File: config.mk
export PLATFORM = sky130hd
export DESIGN_NAME = stop_watch_lap
export DESIGN_NICKNAME = d
export VERILOG_FILES = /design/src/rtl/stop_watch_lap.sv
export SDC_FILE = /design/constraint.sdc
export NUM_CORES = 1
export LEC_CHECK = 0
export ABC_AREA = 1
export ABC_CLOCK_PERIOD_IN_PS = 2400
export BUFFER_PORTS_ARGS = -buffer_cell sky130_fd_sc_hd__buf_2
export CORE_MARGIN = 2
export CORE_UTILIZATION = 55
export DETAILED_ROUTE_END_ITERATION = 8
export PLACE_DENSITY = 0.8
export SLEW_MARGIN = 20
export SYNTH_ARGS = -nofsm -noshare
export SYNTH_HDL_FRONTEND = slang
export SYNTH_SLANG_ARGS = --single-unit
File: constraint.sdc
create_clock -name Clk -period 2.4 [get_ports Clk]
set_input_delay 0.36 -clock Clk [delete_from_list [all_inputs] [get_ports Clk]]
set_output_delay 0.36 -clock Clk [all_outputs]
set_load 0.05 [all_outputs]
File: src/rtl/stop_watch_lap.sv
// Purpose: HH:MM:SS BCD stopwatch with run/pause toggle, clear and lap-hold display; buttons synchronised internally.
// Latency: button effect lands on the 3rd Clk edge after first sample (SYNC_STAGES=2); time update visible 1 cycle after tick.
// Backpressure: none; events are single-cycle pulses. Optional STOPWATCH_OVF_STOP_EN: stop at max with sticky ovf instead of wrapping.
module stop_watch_lap #(
    parameter int CLK_FREQ    = 10_000_000,
    parameter int TICK_FREQ   = 1,
    parameter int HR_WRAP     = 24,
    parameter int SYNC_STAGES = 2
) (
    input  logic       Clk,
    input  logic       rst,
    input  logic       start_stop,
    input  logic       Clear,
    input  logic       lap,
    output logic [3:0] hr_h,
    output logic [3:0] hr_l,
    output logic [3:0] min_h,
    output logic [3:0] min_l,
    output logic [3:0] sec_h,
    output logic [3:0] sec_l,
    output logic       running,
    output logic       lap_hold,
    output logic       wrap,
    output logic       ovf
);

    localparam int DIV = CLK_FREQ / TICK_FREQ;
    localparam int PW  = (DIV > 1) ? $clog2(DIV) : 1;
    localparam logic [PW-1:0] PRESC_MAX = PW'(DIV - 1);
    localparam logic [3:0] HR_MAX_H = 4'((HR_WRAP - 1) / 10);
    localparam logic [3:0] HR_MAX_L = 4'((HR_WRAP - 1) % 10);

    typedef struct packed {
        logic [3:0] hr_h;
        logic [3:0] hr_l;
        logic [3:0] min_h;
        logic [3:0] min_l;
        logic [3:0] sec_h;
        logic [3:0] sec_l;
    } bcd_time_t;

    localparam bcd_time_t TIME_MAX = '{HR_MAX_H, HR_MAX_L, 4'd5, 4'd9, 4'd5, 4'd9};

    typedef enum logic [1:0] {
        ST_IDLE  = 2'd0,
        ST_RUN   = 2'd1,
        ST_PAUSE = 2'd2
    } state_t;

    // Button index: 0 = start_stop, 1 = Clear, 2 = lap
    logic [2:0]                  btn_in;
    logic [2:0][SYNC_STAGES-1:0] sync_q, sync_d;
    logic [2:0]                  prev_q, prev_d;
    logic [2:0]                  btn_ev;

    state_t    state_q, state_d;
    logic [PW-1:0] presc_q, presc_d;
    bcd_time_t core_q, core_d, core_inc;
    bcd_time_t lap_q, lap_d;
    logic      lap_hold_q, lap_hold_d;
    logic      wrap_q, wrap_d;
    logic      ovf_q, ovf_d;

    logic clr_ev, ss_ev, lap_ev, tick, at_max;
    bcd_time_t disp;

    assign btn_in = {lap, Clear, start_stop};

    // Synchroniser shift and rising-edge detect on the last stage
    always_comb begin
        sync_d = sync_q;
        prev_d = prev_q;
        btn_ev = '0;
        for (int i = 0; i < 3; i++) begin
            sync_d[i] = {sync_q[i][SYNC_STAGES-2:0], btn_in[i]};
            prev_d[i] = sync_q[i][SYNC_STAGES-1];
            btn_ev[i] = sync_q[i][SYNC_STAGES-1] & ~prev_q[i];
        end
    end

    // Priority Clear > start_stop > lap; a lower event in the same cycle is dropped.
    // After an overflow stop, start_stop is swallowed until Clear.
    assign clr_ev = btn_ev[1];
    assign ss_ev  = btn_ev[0] & ~btn_ev[1] & ~ovf_q;
    assign lap_ev = btn_ev[2] & ~btn_ev[1] & ~btn_ev[0];
    assign tick   = (state_q == ST_RUN) && (presc_q == PRESC_MAX);
    assign at_max = (core_q == TIME_MAX);

    // BCD increment with full carry ripple in one cycle
    always_comb begin
        core_inc = core_q;
        if (core_q.sec_l != 4'd9) begin
            core_inc.sec_l = core_q.sec_l + 4'd1;
        end else begin
            core_inc.sec_l = 4'd0;
            if (core_q.sec_h != 4'd5) begin
                core_inc.sec_h = core_q.sec_h + 4'd1;
            end else begin
                core_inc.sec_h = 4'd0;
                if (core_q.min_l != 4'd9) begin
                    core_inc.min_l = core_q.min_l + 4'd1;
                end else begin
                    core_inc.min_l = 4'd0;
                    if (core_q.min_h != 4'd5) begin
                        core_inc.min_h = core_q.min_h + 4'd1;
                    end else begin
                        core_inc.min_h = 4'd0;
                        if (core_q.hr_h == HR_MAX_H && core_q.hr_l == HR_MAX_L) begin
                            core_inc.hr_h = 4'd0;
                            core_inc.hr_l = 4'd0;
                        end else if (core_q.hr_l != 4'd9) begin
                            core_inc.hr_l = core_q.hr_l + 4'd1;
                        end else begin
                            core_inc.hr_l = 4'd0;
                            core_inc.hr_h = core_q.hr_h + 4'd1;
                        end
                    end
                end
            end
        end
    end

    // FSM next state, prescaler, time core and lap register
    always_comb begin
        state_d    = state_q;
        presc_d    = presc_q;
        core_d     = core_q;
        lap_d      = lap_q;
        lap_hold_d = lap_hold_q;
        wrap_d     = 1'b0;
        ovf_d      = ovf_q;

        // Prescaler keeps its partial count across PAUSE
        case (state_q)
            ST_RUN:   presc_d = tick ? '0 : presc_q + PW'(1);
            ST_PAUSE: presc_d = presc_q;
            default:  presc_d = '0;
        endcase

        if (tick) begin
`ifdef STOPWATCH_OVF_STOP_EN
            if (at_max) begin
                ovf_d   = 1'b1;
                state_d = ST_PAUSE;
            end else begin
                core_d = core_inc;
            end
`else
            core_d = core_inc;
            wrap_d = at_max;
`endif
        end

`ifndef STOPWATCH_OVF_STOP_EN
        ovf_d = 1'b0;
`endif

        if (clr_ev) begin
            state_d    = ST_IDLE;
            presc_d    = '0;
            core_d     = '0;
            lap_d      = '0;
            lap_hold_d = 1'b0;
            wrap_d     = 1'b0;
            ovf_d      = 1'b0;
        end else if (ss_ev) begin
            case (state_q)
                ST_IDLE:  state_d = ST_RUN;
                ST_RUN:   state_d = ST_PAUSE;
                ST_PAUSE: state_d = ST_RUN;
                default:  state_d = ST_IDLE;
            endcase
        end else if (lap_ev) begin
            if (state_q == ST_RUN) begin
                lap_d      = core_d;
                lap_hold_d = 1'b1;
            end else if (state_q == ST_PAUSE) begin
                lap_hold_d = 1'b0;
            end
        end
    end

    // State registers, all cleared asynchronously
    always_ff @(posedge Clk or posedge rst) begin
        if (rst) begin
            sync_q     <= '0;
            prev_q     <= '0;
            state_q    <= ST_IDLE;
            presc_q    <= '0;
            core_q     <= '0;
            lap_q      <= '0;
            lap_hold_q <= 1'b0;
            wrap_q     <= 1'b0;
            ovf_q      <= 1'b0;
        end else begin
            sync_q     <= sync_d;
            prev_q     <= prev_d;
            state_q    <= state_d;
            presc_q    <= presc_d;
            core_q     <= core_d;
            lap_q      <= lap_d;
            lap_hold_q <= lap_hold_d;
            wrap_q     <= wrap_d;
            ovf_q      <= ovf_d;
        end
    end

    assign disp     = lap_hold_q ? lap_q : core_q;
    assign hr_h     = disp.hr_h;
    assign hr_l     = disp.hr_l;
    assign min_h    = disp.min_h;
    assign min_l    = disp.min_l;
    assign sec_h    = disp.sec_h;
    assign sec_l    = disp.sec_l;
    assign running  = (state_q == ST_RUN);
    assign lap_hold = lap_hold_q;
    assign wrap     = wrap_q;
    assign ovf      = ovf_q;

endmodule
# Word-level counts from Yosys, hierarchy flattened
# Cells that the tools add are included.
# W data, S select, Z words.
dict set report totals {
  regBits 85
  in_bits 5
  word_cells 92
}
dict set report classes {
  addsub 7
  eq_ne 13
  muxes 31
  n_bitwise 11
  n_reduce_logical 10
}
# operator n
set ops {}
lappend ops {{$mux W24} 9}
lappend ops {{$pmux W24 S2} 1}
lappend ops {{$add A24 B1 Y24 const B} 1}
lappend ops {{$add A4 B1 Y4 const B} 6}
lappend ops {{$eq A24 B22 Y1 const B} 1}
lappend ops {{$eq A24 B24 Y1 const B} 1}
lappend ops {{$mux W4} 6}
lappend ops {{$mux W20} 1}
lappend ops {{$mux W16} 1}
lappend ops {{$mux W8} 2}
lappend ops {{$mux W12} 1}
lappend ops {{$ne A4 B4 Y1 const B} 3}
lappend ops {{$eq A4 B2 Y1 const B} 2}
lappend ops {{$ne A4 B3 Y1 const B} 2}
lappend ops {{$mux W1} 7}
lappend ops {{$and A1 B1 Y1} 6}
lappend ops {{$reduce_and A3 Y1} 2}
lappend ops {{$reduce_bool A2 Y1} 3}
lappend ops {{$not A1 Y1} 5}
lappend ops {{$mux W2} 2}
lappend ops {{$ne A2 B2 Y1 const B} 2}
lappend ops {{$pmux W2 S2} 1}
lappend ops {{$reduce_bool A3 Y1} 1}
lappend ops {{$eq A2 B1 Y1 const B} 1}
lappend ops {{other kinds (4)} 5}

# Longest topological paths before layout
# Gate-level depths: netlist of the first run.
dict set report logic_depth {
  ltp_word 12
  ltp_mapped 12
}

# Least setup slack after synthesis of the first run
# No wires, ideal clock.
dict set report synth_timing {
  path_kind {register to output}
  startpoint {register lap_hold_q, in the netlist lap_hold}
  endpoint {output hr_h[0]}
  arrival_time_ps 1946
  t_required_ps 2040
  setup_slack_ps 94
  stages_incl_launch_ff 3
  cell_sequence {dfrtp_1 -> clkbuf_1 -> o21ai_0}
}
dict set report synth_between {
  elab_chain_len 1
}
# item line
set synth_lines {}
lappend synth_lines {{start: declaration} 60} ;# logic lap_hold_q, lap_hold_d;
lappend synth_lines {{start signal: assignment} 202} ;# lap_hold_q <= lap_hold_d;
lappend synth_lines {{$mux W24} 208} ;# assign disp = lap_hold_q ? lap_q : core_q;
lappend synth_lines {{end: declaration} 15} ;# output logic [3:0] hr_h,
# No other way between the ends.

==> results of run 1 <==
-- logic make-up (layout without fill, tap and decap cells) --
family	count (synthesis)	count (layout)	synth area share, %
xor+xnor	8	8	1.38
simple gates	416	416	37.5
other cells	1	1	0.0738
buf+inv	101	135	8.52
fa+ha+maj	9	9	2.22
flops	85	85	41.9
compound gates	82	82	8.47
-- where the power goes --
group | total, uW | switching, uW | leakage (uW) | internal, uW
registers | 1490 | 30.2 | 0.00116 | 1460
clock network | 1370 | 542 | 0.000134 | 827
logic | 281 | 216 | 0.00156 | 65.6
total | 3140 | 788 | 0.00286 | 2350
-- critical path: cells and delay by family, from the launching register on --
kind	cells	cell delay (ns)
flops	1	0.43
fa+ha+maj	1	0.15
buf+inv	2	0.29
simple gates	7	1.10
-- routing by layer --
layer	vias to the layer above	routed length, um
met3	29	680
li1	2329	-
met2	180	6010
met1	2224	5300
met4	0	237
met5	-	0
-- flip-flops by register name, summed over array words and instances (netlist names) --
name / count
prev_d: 3
core_q: 24
wrap: 1
prev_q: 3
lap_q: 24
lap_hold: 1
sync_d: 3
state_q: 2
presc_q: 24
-- final cells by class --
type	count	area [sq um]
clock buffer	10	138
clock inverter	5	131
fill	795	3500
inverter	80	304
multi-input combinational	516	2520
sequential	85	2130
tap	111	139
timing repair buffer	40	248
-- synth_stat cells (all sizes together), types with 2 or more instances --
cell type  number  area [sq um]
a21oi          14          70.1
and3           10          62.6
buf            10          72.6
clkbuf         10          47.5
dfrtp          85          2130
ha              9           113
inv            80           300
nand2         214           818
nand3          64           335
nand3b          4          42.5
nand4          27           169
nor2           77           358
nor3           11          60.1
nor4            3          18.8
o21ai          61           309
o22ai           2          12.5
or2             3          18.8
xor2            8          70.1
-- metrics by stage --
stage / utilization, % / setup WS, ns / hold slack [ns]
global placement: 58.6 / 0.410 / 0.334
floorplan: - / 0.0935 / 0.331
CTS: 61.6 / 0.364 / 0.0887
finish: 61.6 / 0.326 / 0.0625
global route: 61.6 / 0.115 / 0.0920
detailed placement: 58.6 / 0.395 / 0.335
-- worst max path at each step --
stage / startpoint / to / cells after the start
6_report: core_q[9]$_DFF_PP0_ / core_q[20]$_DFF_PP0_ / 10
5_1_grt: presc_q[0]$_DFFE_PP0P_ / lap_q[5]$_DFFE_PP0P_ / 12
4_1_cts: lap_hold$_DFFE_PP0P_ / hr_h[2] / 3
3_5_place_dp: core_q[9]$_DFF_PP0_ / core_q[20]$_DFF_PP0_ / 10
3_3_place_gp: core_q[9]$_DFF_PP0_ / core_q[20]$_DFF_PP0_ / 10
2_1_floorplan: lap_hold$_DFFE_PP0P_ / hr_h[0] / 2
==> results_dict.tcl, run 1 <==
set metrics [dict create \
    status "complete, no violations" \
    period_needed_ns 2.07 \
    cts.reportedPaths.clkPinSlew_ns 0.09 \
    fin_worst_skew_ns 0.0104 \
    numCtsBuffers 9 \
    grt_antenna_before_repair 0 \
    setup-violations-final 0 \
    global_route.overflow_total 0 \
    nets 746 \
    critPathSlowestCell "sky130_fd_sc_hd__dfrtp_1" \
    synth_fp_nets 716 \
    criticalPathCategory "reg2reg" \
    synth_cells 702 \
    critPathLaunchType "flip-flop" \
    io-pin-count 33 \
    clockBufferDepth 2 \
    detailed_place_hpwl_mm 8.50 \
    postPlaceCellArea_sq_mm 0.00534 \
    wire_length_of_the_first_global_routing_pass_mm 20.5 \
    grt_max_degree 60 \
    crit-reg2reg-capture "core_q[20]$_DFF_PP0_" \
    ys_ff_latch 85 \
    tritoncts_num_sinks 85 \
    cell_area_after_technology_mapping_sq_mm 0.00508 \
    drive_gt1_share_pct 12.5 \
    top_library_cells_by_usage_in_the_layout_fill_and_taps_aside "sky130_fd_sc_hd__nand2_1 (210), sky130_fd_sc_hd__dfrtp_1 (85), sky130_fd_sc_hd__inv_1 (71)" \
    dr_total_vias 4762 \
    final_sum_of_negative_setup_slack_ns 0 \
    initial_core_util_pct 55.8 \
    crit_chain "inv_1 > ha_1 > nand2_1 > nor2_2 > nand2_4 > inv_1 > nand4_1 > nor2_1 > nor2_1 > and2_1" \
    commonest_non_fill_non_tap_cell_in_the_layout "sky130_fd_sc_hd__nand2_1" \
    hold_class "in2async" \
    async_flop_share_pct 100 \
    syn-mean-instance-area_sq_um 7.24 \
    cts-resized-gates 0 \
    viasPerCell 5.62 \
    endpoint_kind "flip-flop" \
    global_route.usage.total_pct 25.4 \
    hold_buffers 0 \
    critical_path.max_fanout 7 \
    worst-r2r-cell-count 10 \
    grt_busiest_layer "met2" \
    die_area_sq_mm 0.0100 \
    tritoncts "built" \
    worst_path_largest_cell_delay_ns 0.43 \
    yosys.cell_types.count 43 \
    clock_tree.htree_level_count 3 \
    drt-total-wl_mm 12.2 \
    worst-endpoint-arrival_ns 2.33 \
    wl_per_cell_um 14.4 \
    first_global_vias 4528 \
    cap_viol_max_count 0 \
    use_met2_pct 43.3 \
    max_slew_violation_total_from_the_final_report 0 \
    finalHoldViolations 0 \
    root_buffer "sky130_fd_sc_hd__clkbuf_8" \
    wp_data_required_ns 2.66 \
    num_rows 35 \
    fin_total_pwr_uw 3140 \
    port_buffers 31 \
    layout_worst_path_cycle_share_pct 86.4 \
    die_width_um 100 \
    worstReg2RegStart "core_q[9]$_DFF_PP0_" \
    antenna-diode-count 0 \
    grt_use_met1_pct 32.5 \
    number_of_post_cts_setup_repair_buffers 0 \
    post-place-cells 832 \
    routability_congestion_estimate_from_global_placement 0.963 \
    vdd_ir_drop_max_mv 0.320 \
    grt_setup_unrepaired "false" \
    dominantRegCellSynth "sky130_fd_sc_hd__dfrtp_1" \
    layoutNonFillerInstCount 847 \
    core_region_sq_mm 0.00911 \
    drcViolationCount 0 \
    yosysSeqAreaShare_pct 41.9 \
    antenna_violation_net_count_after_detailed_routing 0 \
    flow.area_growth_from_synthesis_pct 10.4 \
    drt_first_pass_iters 5 \
    grt_use_met3_pct 4.32 \
    timing.fmax_mhz 482 \
    cell_pwr_density_mw_per_mm2 559 \
    synth_enable_flop_cells 0 \
    fin_area_sq_mm 0.00561 \
    clock_insertion_delay_worst_skew_ns 0.36 \
    r2r_setup_slack_ns 0.33 \
    drt-initial-drc-count 323 \
    die_height_um 100 \
    static-leakage-power_uw 0.00286 \
    number_of_synthesis_warnings 0 \
]
Note: power is estimated with default switching activity, not from simulation.
==> run 2: changes to the inputs <==
--- a/config.mk
+++ b/config.mk
@@ -11,7 +11,7 @@
 export CORE_MARGIN = 2
 export CORE_UTILIZATION = 55
 export DETAILED_ROUTE_END_ITERATION = 8
-export PLACE_DENSITY = 0.8
+export PLACE_DENSITY_LB_ADDON = 0.2
 export SLEW_MARGIN = 20
 export SYNTH_ARGS = -nofsm -noshare
 export SYNTH_HDL_FRONTEND = slang
==> results_dict.tcl, run 2 (synthesized netlist as in run 1, its figures left out) <==
set metrics [dict create \
    max_slew.worst_pin.slew_ns 0.552 \
    static-leakage-power_uw 0.00281 \
    tritoncts "built" \
    global_route.overflow_total 0 \
    fin_area_sq_mm 0.00552 \
    max_slew_violation_total_from_the_final_report 0 \
    tritoncts_num_sinks 85 \
    flow.area_growth_from_synthesis_pct 8.59 \
    wl_per_cell_um 14.5 \
    cts-resized-gates 0 \
    clock_insertion_delay_worst_skew_ns 0.36 \
    worst_path_largest_cell_delay_ns 0.40 \
    root_buffer "sky130_fd_sc_hd__clkbuf_8" \
    layoutNonFillerInstCount 848 \
    setup-violations-final 0 \
    drt_first_pass_iters 6 \
    endpoint_kind "flip-flop" \
    global_route.usage.total_pct 26.4 \
    critPathLaunchType "flip-flop" \
    initial_core_util_pct 55.8 \
    nets 746 \
    status "complete, no violations" \
    number_of_post_cts_setup_repair_buffers 0 \
    worst_path_most_repeated_cell "sky130_fd_sc_hd__inv_2" \
    numCtsBuffers 9 \
    die_width_um 100 \
    drcViolationCount 0 \
    antenna-diode-count 0 \
    wire_length_of_the_first_global_routing_pass_mm 21.3 \
    layout_worst_path_cycle_share_pct 86.7 \
    final_sum_of_negative_setup_slack_ns 0 \
    commonest_non_fill_non_tap_cell_in_the_layout "sky130_fd_sc_hd__nand2_1" \
    port_buffers 31 \
    routability_congestion_estimate_from_global_placement 1.02 \
    registers_with_the_most_flip_flops "core_q: 24 flops, lap_q: 24 flops, presc_q: 24 flops" \
    dr_total_vias 4667 \
    post-place-cells 832 \
    finalHoldViolations 0 \
    io-pin-count 33 \
    wp_data_required_ns 2.64 \
    cell_pwr_density_mw_per_mm2 494 \
    timing.fmax_mhz 480 \
    critPathSlowestCell "sky130_fd_sc_hd__dfrtp_1" \
    critical_path.max_fanout 15 \
    die_area_sq_mm 0.0100 \
    r2r_setup_slack_ns 0.32 \
    grt_antenna_before_repair 0 \
    fin_hold_ws_ns 0.0350 \
    drt-initial-drc-count 221 \
    top_library_cells_by_usage_in_the_layout_fill_and_taps_aside "sky130_fd_sc_hd__nand2_1 (210), sky130_fd_sc_hd__dfrtp_1 (85), sky130_fd_sc_hd__inv_1 (71)" \
    clock_tree.htree_level_count 3 \
    period_needed_ns 2.08 \
    worst-endpoint-arrival_ns 2.32 \
    postPlaceCellArea_sq_mm 0.00534 \
    drive_gt1_share_pct 12.6 \
    grt_setup_unrepaired "false" \
    vdd_ir_drop_max_mv 0.421 \
    core_region_sq_mm 0.00911 \
    cts.reportedPaths.clkPinSlew_ns 0.10 \
    hold_class "in2async" \
    die_height_um 100 \
    viasPerCell 5.50 \
    clockBufferDepth 2 \
    max_slew_margin_pct 63.1 \
    cap_viol_max_count 0 \
    crit_chain "nor2_4 > inv_2 > nand2_2 > inv_2 > nor4_1 > nand2_1 > o21ai_0 > nor2_1" \
    first_global_vias 4554 \
    drt-total-wl_mm 12.3 \
    num_rows 35 \
    grt_max_degree 43 \
    antenna_violation_net_count_after_detailed_routing 0 \
    detailed_place_hpwl_mm 8.91 \
    criticalPathCategory "reg2reg" \
    hold_buffers 0 \
    fin_worst_skew_ns 0.0139 \
]
==> run 2: power breakdown <==
part	internal, uW	leakage (uW)	total, uW	switching, uW
clock	389	0.0000919	959	570
combinational	65.7	0.00156	284	218
sequential	1460	0.00116	1490	28.8
==> run 2: per-layer routing <==
metal  wire, um  vias to the layer above  GRT usage (%)  share of wire [%]
li1           -                     2324              -                  -
met1       5470                     2154           34.8                 44
met2       5930                      158           44.4                 48
met3        610                       31           4.25                5.0
met4        309                        0           9.17                2.5
met5          0                        -              0                  0
==> run 2: critical path: cells and delay by family, from the launching register on <==
kind                   cells  cell delay [ns]
AO/OA/AOI/OAI              1             0.19
buffers and inverters      2             0.21
AND/OR/NAND/NOR            5             1.16
flip-flops                 1             0.40
==> run 2: stage by stage <==
| step | power (uW) | setup WS, ns | util [%] |
|---|---|---|---|
| 2_1_floorplan | 1710 | 0.0935 | - |
| 3_3_place_gp | 1790 | 0.329 | 58.6 |
| 3_5_place_dp | 1800 | 0.320 | 58.6 |
| 4_1_cts | 2770 | 0.306 | 60.6 |
| 5_1_grt | 2850 | 0.0744 | 60.6 |
| 6_report | 2730 | 0.319 | 60.6 |
==> run 2: final timing paths <==
| check | to | cells after the start | start |
|---|---|---|---|
| worst max register to register | presc_q[13]$_DFFE_PP0P_ | 8 | prev_q[1]$_DFF_PP0_ |
| worst min-delay path | lap_q[17]$_DFFE_PP0P_ | 2 | rst |
| max in group asynchronous | presc_q[3]$_DFFE_PP0P_ | 3 | rst |
| min in group Clk | sync_d[3]$_DFF_PP0_ | 1 | Clear |
| worst max-delay path | presc_q[13]$_DFFE_PP0P_ | 8 | prev_q[1]$_DFF_PP0_ |
| worst min register to register | prev_d[2]$_DFF_PP0_ | 0 | sync_d[5]$_DFF_PP0_ |
==> run 2: cell type report <==
class                           instances  area (sq um)
Multi-Input combinational cell        516          2520
Timing Repair Buffer                   40           248
Tap cell                              111           139
Inverter                               80           304
Clock buffer                            9           124
Sequential cell                        85          2130
Fill cell                             849          3590
Clock inverter                          7          55.1
==> run 3: changes to the inputs <==
--- a/config.mk
+++ b/config.mk
@@ -11,6 +11,7 @@
 export CORE_MARGIN = 2
 export CORE_UTILIZATION = 55
 export DETAILED_ROUTE_END_ITERATION = 8
+export MAX_ROUTING_LAYER = met4
 export PLACE_DENSITY_LB_ADDON = 0.2
 export SLEW_MARGIN = 20
 export SYNTH_ARGS = -nofsm -noshare
==> results_dict.tcl, run 3 (synthesized netlist as in run 1, its figures left out) <==
set metrics [dict create \
    drt-initial-drc-count 268 \
    timing.fmax_mhz 461 \
    static-leakage-power_uw 0.00282 \
    number_of_post_cts_setup_repair_buffers 0 \
    num-fill-cells 847 \
    worst-endpoint-arrival_ns 1.81 \
    max_slew_violation_total_from_the_final_report 0 \
    worstReg2RegStart "core_q[9]$_DFF_PP0_" \
    clock_insertion_delay_worst_skew_ns 0.37 \
    die_width_um 100 \
    nets 748 \
    drt-total-wl_mm 12.2 \
    wl_per_cell_um 14.4 \
    worst-r2r-cell-count 10 \
    fin_worst_skew_ns 0.0127 \
    endpoint_kind "primary output" \
    criticalPathCategory "reg2out" \
    root_buffer "sky130_fd_sc_hd__clkbuf_8" \
    top_library_cells_by_usage_in_the_layout_fill_and_taps_aside "sky130_fd_sc_hd__nand2_1 (210), sky130_fd_sc_hd__dfrtp_1 (85), sky130_fd_sc_hd__inv_1 (71)" \
    period_needed_ns 2.17 \
    numCtsBuffers 9 \
    port_buffers 31 \
    global_route.overflow_total 0 \
    hold_buffers 0 \
    wire_length_of_the_first_global_routing_pass_mm 20.5 \
    drt_first_pass_iters 7 \
    dr_total_vias 4685 \
    fin_area_sq_mm 0.00554 \
    grt_setup_unrepaired "false" \
    cts-resized-gates 0 \
    num_rows 35 \
    fin_total_pwr_uw 2770 \
    fin_hold_ws_ns 0.0103 \
    cap_viol_max_count 0 \
    io-pin-count 33 \
    die_area_sq_mm 0.0100 \
    tritoncts_num_sinks 85 \
    cell_pwr_density_mw_per_mm2 500 \
    final_sum_of_negative_setup_slack_ns 0 \
    core_region_sq_mm 0.00911 \
    initial_core_util_pct 55.8 \
    first_global_vias 4314 \
    antenna_violation_net_count_after_detailed_routing 0 \
    cts.reportedPaths.clkPinSlew_ns 0.09 \
    antenna-diode-count 0 \
    critical_path.max_fanout 20 \
    clockBufferDepth 2 \
    layout_worst_path_cycle_share_pct 90.4 \
    vdd_ir_drop_max_mv 0.373 \
    detailed_place_hpwl_mm 8.82 \
    setup-violations-final 0 \
    critPathLaunchType "flip-flop" \
    flow.area_growth_from_synthesis_pct 8.91 \
    finalHoldViolations 0 \
    registers_with_the_most_flip_flops "core_q: 24 flops, lap_q: 24 flops, presc_q: 24 flops" \
    drcViolationCount 0 \
    layoutNonFillerInstCount 850 \
    global_route.usage.total_pct 26.4 \
    commonest_non_fill_non_tap_cell_in_the_layout "sky130_fd_sc_hd__nand2_1" \
    drive_gt1_share_pct 12.9 \
    r2r_setup_slack_ns 0.30 \
    tritoncts "built" \
    die_height_um 100 \
    hold_class "in2async" \
    status "complete, no violations" \
    grt_max_degree 57 \
    crit-reg2reg-capture "core_q[20]$_DFF_PP0_" \
    routability_congestion_estimate_from_global_placement 0.909 \
    max_slew_margin_pct 66.4 \
    grt_antenna_before_repair 0 \
    viasPerCell 5.51 \
    max_slew.worst_pin.slew_ns 0.503 \
    postPlaceCellArea_sq_mm 0.00534 \
    post-place-cells 834 \
    clock_tree.htree_level_count 3 \
    wp_data_required_ns 2.04 \
]
-- run 3: cell count changes in the layout (fill, tap and decap cells not counted), sizes merged --
cell and change:
buf +2, clkbuf +1, clkinv -1, clkinvlp +1, inv -1
-- run 3: power breakdown --
group          total (uW)  internal, uW  switching [uW]
Combinational         275          61.6             214
Clock                1000           422             580
Sequential           1490          1460            34.6
-- run 3: area by class of cell --
class	instances	area (sq um)	area share (%)
flip-flops and latches	85	2130	38.4
clock inverters	6	55.1	0.995
multi-input cells	516	2520	45.6
clock buffers	10	138	2.49
inverters	80	304	5.49
well taps	111	139	2.51
repair buffers	42	250	4.52
-- run 3: stage by stage --
stage	util, %	setup WS (ns)
2_1_floorplan	-	0.0935
3_3_place_gp	58.7	0.328
3_5_place_dp	58.7	0.330
4_1_cts	60.8	0.246
5_1_grt	60.8	0.0684
6_report	60.8	0.230
-- run 3: per-layer routing --
| metal | vias to the layer above | track usage [%] | wire (um) |
|---|---|---|---|
| li1 | 2332 | - | - |
| met2 | 146 | 43.0 | 5920 |
| met4 | 0 | 9.48 | 248 |
| met5 | - | - | 0 |
| met1 | 2184 | 34.1 | 5480 |
| met3 | 23 | 3.20 | 599 |
-- run 3: worst max path at each step --
stage | start | cells after the start | end
after floorplan | lap_hold$_DFFE_PP0P_ | 2 | hr_h[0]
after global placement | core_q[9]$_DFF_PP0_ | 10 | core_q[20]$_DFF_PP0_
after detailed placement | core_q[9]$_DFF_PP0_ | 10 | core_q[20]$_DFF_PP0_
after CTS | lap_hold$_DFFE_PP0P_ | 4 | sec_l[0]
after global routing | presc_q[0]$_DFFE_PP0P_ | 12 | lap_q[5]$_DFFE_PP0P_
final | lap_hold$_DFFE_PP0P_ | 4 | sec_l[0]
-- run 3: critical path, stage by stage (launching register included) --
cell                      delay, ns
sky130_fd_sc_hd__dfrtp_1       0.65
sky130_fd_sc_hd__buf_4         0.31
sky130_fd_sc_hd__nand2_1       0.08
sky130_fd_sc_hd__o21ai_0       0.10
sky130_fd_sc_hd__buf_2         0.30
